<file path="src/rtl/scan_program_loader.sv">
`default_nettype none
// scan_program_loader -- streams bytes LSB-first into a processor scan chain, reads the chain back, gates the processor.
// Revision 1.0
module scan_program_loader #(
  parameter int CHAIN_LEN = 2120
) (
  input  logic       clk,
  input  logic       rst,
  input  logic       start,
  input  logic       abort,
  input  logic [7:0] byte_in,
  input  logic       byte_valid,
  output logic       byte_ready,
  output logic       scan_enable,
  output logic       scan_in,
  input  logic       chain_so,
  output logic [7:0] rd_byte,
  output logic       rd_valid,
  output logic       proc_en,
  input  logic       halt,
  output logic       busy,
  output logic       done,
  output logic       halted
);

  localparam int            CW         = $clog2(CHAIN_LEN + 1);
  localparam logic [CW-1:0] c_LAST_BIT = CW'(CHAIN_LEN - 1);

  localparam logic [2:0] c_IDLE      = 3'd0;
  localparam logic [2:0] c_WAIT_BYTE = 3'd1;
  localparam logic [2:0] c_SHIFT     = 3'd2;
  localparam logic [2:0] c_RUN       = 3'd3;
  localparam logic [2:0] c_HALTED    = 3'd4;

  logic [2:0]    r_state;
  logic [CW-1:0] r_bit_cnt;
  logic [7:0]    r_shreg;
  logic [7:0]    r_rd_asm;
  logic [7:0]    r_rd_byte;
  logic          r_rd_valid;
  logic          r_done;

  logic          w_last_bit;
  logic          w_byte_end;
  logic          w_in_shift;
  logic [7:0]    w_rd_next;

  // Byte boundaries always fall on multiples of 8 in bit_cnt, so its low bits index the readback byte.
  always_comb begin
    w_rd_next                   = r_rd_asm;
    w_rd_next[r_bit_cnt[2:0]]   = chain_so;
  end

  assign w_last_bit  = (r_bit_cnt == c_LAST_BIT);
  assign w_byte_end  = (r_bit_cnt[2:0] == 3'd7);
  assign w_in_shift  = (r_state == c_SHIFT);

  assign byte_ready  = (r_state == c_WAIT_BYTE);
  assign scan_enable = w_in_shift;
  assign scan_in     = w_in_shift & r_shreg[0];
  assign busy        = (r_state == c_WAIT_BYTE) | w_in_shift;
  assign halted      = (r_state == c_HALTED);
  assign proc_en     = (r_state == c_RUN) & ~start;
  assign rd_byte     = r_rd_byte;
  assign rd_valid    = r_rd_valid;
  assign done        = r_done;

  always_ff @(posedge clk or negedge rst) begin
    if (!rst) begin
      r_state    <= c_IDLE;
      r_bit_cnt  <= '0;
      r_shreg    <= '0;
      r_rd_asm   <= '0;
      r_rd_byte  <= '0;
      r_rd_valid <= 1'b0;
      r_done     <= 1'b0;
    end else begin
      r_rd_valid <= 1'b0;
      r_done     <= 1'b0;
      case (r_state)
        c_IDLE, c_HALTED, c_RUN: begin
          if (start) begin
            r_state   <= c_WAIT_BYTE;
            r_bit_cnt <= '0;
            r_rd_asm  <= '0;
          end else if (halt && r_state == c_RUN) begin
            r_state <= c_HALTED;
          end
        end
        c_WAIT_BYTE: begin
          if (abort) begin
            r_state <= c_IDLE;
          end else if (byte_valid) begin
            r_shreg <= byte_in;
            r_state <= c_SHIFT;
          end
        end
        c_SHIFT: begin
          if (abort) begin
            r_state <= c_IDLE;
          end else begin
            r_shreg   <= {1'b0, r_shreg[7:1]};
            r_bit_cnt <= r_bit_cnt + CW'(1);
            // A short final byte is published zero-padded, together with done.
            if (w_byte_end || w_last_bit) begin
              r_rd_byte  <= w_rd_next;
              r_rd_valid <= 1'b1;
              r_rd_asm   <= '0;
            end else begin
              r_rd_asm <= w_rd_next;
            end
            if (w_last_bit) begin
              r_state <= c_RUN;
              r_done  <= 1'b1;
            end else if (w_byte_end) begin
              r_state <= c_WAIT_BYTE;
            end
          end
        end
        default: r_state <= c_IDLE;
      endcase
    end
  end

endmodule
`default_nettype wire

</file>
<file path="config.mk">
export PLATFORM = sky130hd
export DESIGN_NAME = scan_program_loader
export DESIGN_NICKNAME = d
export VERILOG_FILES = /design/src/rtl/scan_program_loader.sv
export SDC_FILE = /design/constraint.sdc
export NUM_CORES = 1
export LEC_CHECK = 0
export ABC_CLOCK_PERIOD_IN_PS = 2000
export CORE_ASPECT_RATIO = 1.5
export CORE_MARGIN = 3
export CORE_UTILIZATION = 30
export DETAILED_ROUTE_END_ITERATION = 7
export GPL_TIMING_DRIVEN = 0
export SETUP_SLACK_MARGIN = 0.15
export SLEW_MARGIN = 20
export SYNTH_ARGS = -nofsm -noshare
export SYNTH_HDL_FRONTEND = slang
export SYNTH_SLANG_ARGS = --single-unit
</file>
<file path="constraint.sdc">
create_clock -name clk -period 2 [get_ports clk]
set_input_delay 0.6 -clock clk [delete_from_list [all_inputs] [get_ports clk]]
set_output_delay 0.6 -clock clk [all_outputs]
set_load 0.05 [all_outputs]
</file>
==> flow_metrics.py <==
metrics = {
    "status": {
        "status": "complete, but fails checks",
        "failed_checks": "negative setup slack",
    },
    "sta": {
        "timing.final.max_slew_violations": 0,
        "clock_tree_skew_after_final_layout_ps": 7.45,
        "timing_worst_slew_pin_value_ps": 498,
        "timing.final.crit_share": 1.12,
        "grt_setup_unrepaired": "yes",
        "finalHoldViolCount": 0,
        "holdWs_ps": 182,
        "clock.fmax_ghz": 0.446,
        "finalWorstSetupSlack_ps": -244,
        "report.final.setup_viol": 3,
        "relSlewSlack": 0.666,
        "timing.final.crit_period_ps": 2240,
    },
    "routing": {
        "route.detailed.vias_per_inst": 5.02,
        "totalWireLength_mm": 5.70,
        "detail_route.wl_per_cell_um": 15.0,
        "antenna_left": 0,
        "initial_drc_count": 81,
        "remaining_drc_errors": 0,
        "vias": 1907,
        "drt-pass1-iter-count": 4,
    },
    "clock_network": {
        "clkLatencyLatePin_ps": 290,
        "cts.sink_count": 41,
        "tritoncts": "yes",
        "htree_levels": 2,
        "cts.reportedPaths.clkPinSlew_ps": 80,
        "buffers_from_clock_root_to_sink_at_most": 2,
        "numCtsBuffers": 5,
        "cts_root_buf": "clkbuf_8",
    },
    "die": {
        "die_x_um": 76.5,
        "core_mm2": 0.00704,
        "initial_utilization": 0.318,
        "die_height_um": 112,
        "std_cell_rows": 37,
        "floorplan.die_area_mm2": 0.00855,
        "ioPinCount": 31,
    },
    "cells_and_area": {
        "area_growth_from_synthesis_to_final_layout_pct": 48.0,
        "layout_cells_sized_above_1": 0.360,
        "insertedDiodeCount": 0,
        "final_cell_mix": "dfrtp_1 (38), nand2_1 (25), buf_4 (21)",
        "final_util": 0.470,
        "num-nets-final": 299,
        "final_common_cell": "dfrtp_1",
    },
    "flow_run": {
        "max_cap_violations": 0,
    },
    "grt": {
        "grt_pass1_vias": 1954,
        "met3_layer_usage_reported_by_global_route": 0.0259,
        "grt_max_degree": 31,
        "total_congestion_overflow": 0,
        "met1_track_usage_gr": 0.157,
        "grt.total_usage": 0.133,
        "met2_resource_use_gr": 0.244,
        "grt_most_used_layer": "met2",
        "grt_antenna_before_repair": 0,
        "wire_length_of_the_first_global_routing_pass_mm": 9.43,
    },
    "worst_setup_path": {
        "crit_path_start": "r_state[1]",
        "timing.critical_path.arrival_ps": 1640,
        "cp_max_fo": 5,
        "endpoint_kind": "output port",
        "regToRegStartpoint": "r_state[1]",
        "worst_ep_required_time_ps": 1400,
        "start_kind": "flop",
        "timing_worst_setup_path_type": "flop to output port",
    },
    "placed_design": {
        "detailed_place_hpwl_mm": 3.78,
        "io_buffers": 30,
        "place_congestion": 0.802,
    },
    "power": {
        "power.switching_fraction": 0.369,
        "share_comb_of_total_power": 0.513,
        "internal_power_w": 0.00223,
        "power.leakage_nw": 1.47,
        "clock_power_share": 0.197,
        "power_per_cell_area_mw_per_mm2": 1070,
        "vdd_drop_max_uv": 450,
        "power.net_switching_w": 0.00131,
        "power_frac_seq": 0.289,
    },
    "yosys": {
        "postSynth.topFlopCell": "dfrtp_1",
        "async_flop_share": 1.00,
        "synthesis.instances": 218,
        "mappedNetlistArea_mm2": 0.00224,
        "synth_seq_area_share": 0.459,
        "synth_warnings": 0,
        "number_of_enable_flip_flop_cells_after_synthesis": 0,
        "synth_seq_cells": 41,
        "synth.avg_cell_area_um2": 10.3,
        "synth.lib_cells_used.distinct": 51,
        "syn-num-nets": 235,
    },
    "hold_path": {
        "min-delay-path-class": "primary input to async pin",
    },
}
[final timing paths]
check	slack, ps	depth (start not counted)	to
hold reg to reg	480	2	r_shreg[7]
min in group clk	480	2	r_shreg[7]
setup reg to reg	20	10	rd_byte[5]
setup / recovery	-240	7	scan_in
max in group asynchronous	1340	2	r_state[2]
hold / removal	180	1	r_bit_cnt[3]
[cell usage after synthesis, types with 2 or more instances]
library cell	count	area [um^2]
a32o_1	3	30.0
a22o_1	2	17.5
o31ai_1	7	52.6
a21boi_1	2	15.0
clkbuf_1	8	30.0
nand2_1	25	93.8
or2_2	2	12.5
nor3b_1	3	22.5
nand3b_1	2	15.0
mux2_1	4	45.0
dfrtp_1	41	1030
nand2b_1	3	18.8
buf_2	3	15.0
nand4_1	4	25.0
mux2i_1	14	140
a21oi_1	8	40.0
and3_1	2	12.5
mux2_2	3	33.8
nor3_1	3	15.0
nand3_1	5	25.0
buf_6	2	22.5
nor2b_1	2	12.5
or4_1	4	30.0
ha_1	2	25.0
a21boi_0	2	15.0
nor2_1	9	33.8
inv_1	4	15.0
o21ai_0	21	105
or3_1	2	12.5
nor4b_1	4	35.0
and2_1	2	12.5
[state kept, by name, summed over array words and instances (netlist names)]
signal and cells:
rd_byte 8, rd_valid 1, r_state 3, r_shreg 8, r_rd_asm 8, done 1, r_bit_cnt 12
[repair_timing]
action                     CTS  global route
resized for setup           78            57
hold buffers                 0             0
setup endpoints to repair   54            32
setup buffers               12            14
pin swaps                    3            17
[critical path, cell delays in order, from the launching register on]
cell and delay [ps]:
dfrtp_1 340, buf_6 110, or3b_1 360, buf_6 140
clkinv_8 40, buf_12 90, and2_4 130, buf_8 130
[cell families after synthesis]
family          after synthesis  synth area share
simple gates                 82             0.228
compound gates               52             0.155
flops                        41             0.459
mux                          21            0.0979
buf+inv                      20            0.0498
fa+ha+maj                     2            0.0112
[through the flow]
step                instances  total power [W]  TNS [ps]  cell area [um^2]  setup slack, ps
floorplan                 218          0.00194         0              2290             4.19
global placement          345          0.00226    -52360              2720             -967
detailed placement        346          0.00228    -18910              2730             -813
CTS                       366          0.00327      -669              3040             -244
global route              380          0.00374     -1070              3310             -304
finish                    380          0.00354      -661              3310             -244
[power by group through the flow]
| stage | combinational [W] | clock (W) | sequential [W] |
|---|---|---|---|
| final | 0.00182 | 0.000698 | 0.00102 |
| after global routing | 0.00195 | 0.000746 | 0.00104 |
| after CTS | 0.00152 | 0.000723 | 0.00102 |
| after detailed placement | 0.00123 | 0 | 0.00105 |
| after global placement | 0.00121 | 0 | 0.00104 |
| after floorplan | 0.000912 | 0 | 0.00103 |
[cell type report]
cell class / count / area (um^2)
plain buffers: 15 / 130
clock buffers: 7 / 86.3
clock inverters: 1 / 30.0
fillers: 657 / 3730
inverters: 5 / 31.3
multi-input cells: 157 / 1330
flip-flops and latches: 41 / 1030
well taps: 97 / 121
repair buffers: 57 / 557
[per-layer routing]
metal	share of wire	wire [um]
met5	0	0
met3	0.028	162
met4	0.014	82
met1	0.41	2360
met2	0.54	3100
Note: power is estimated with default switching activity, not from simulation.
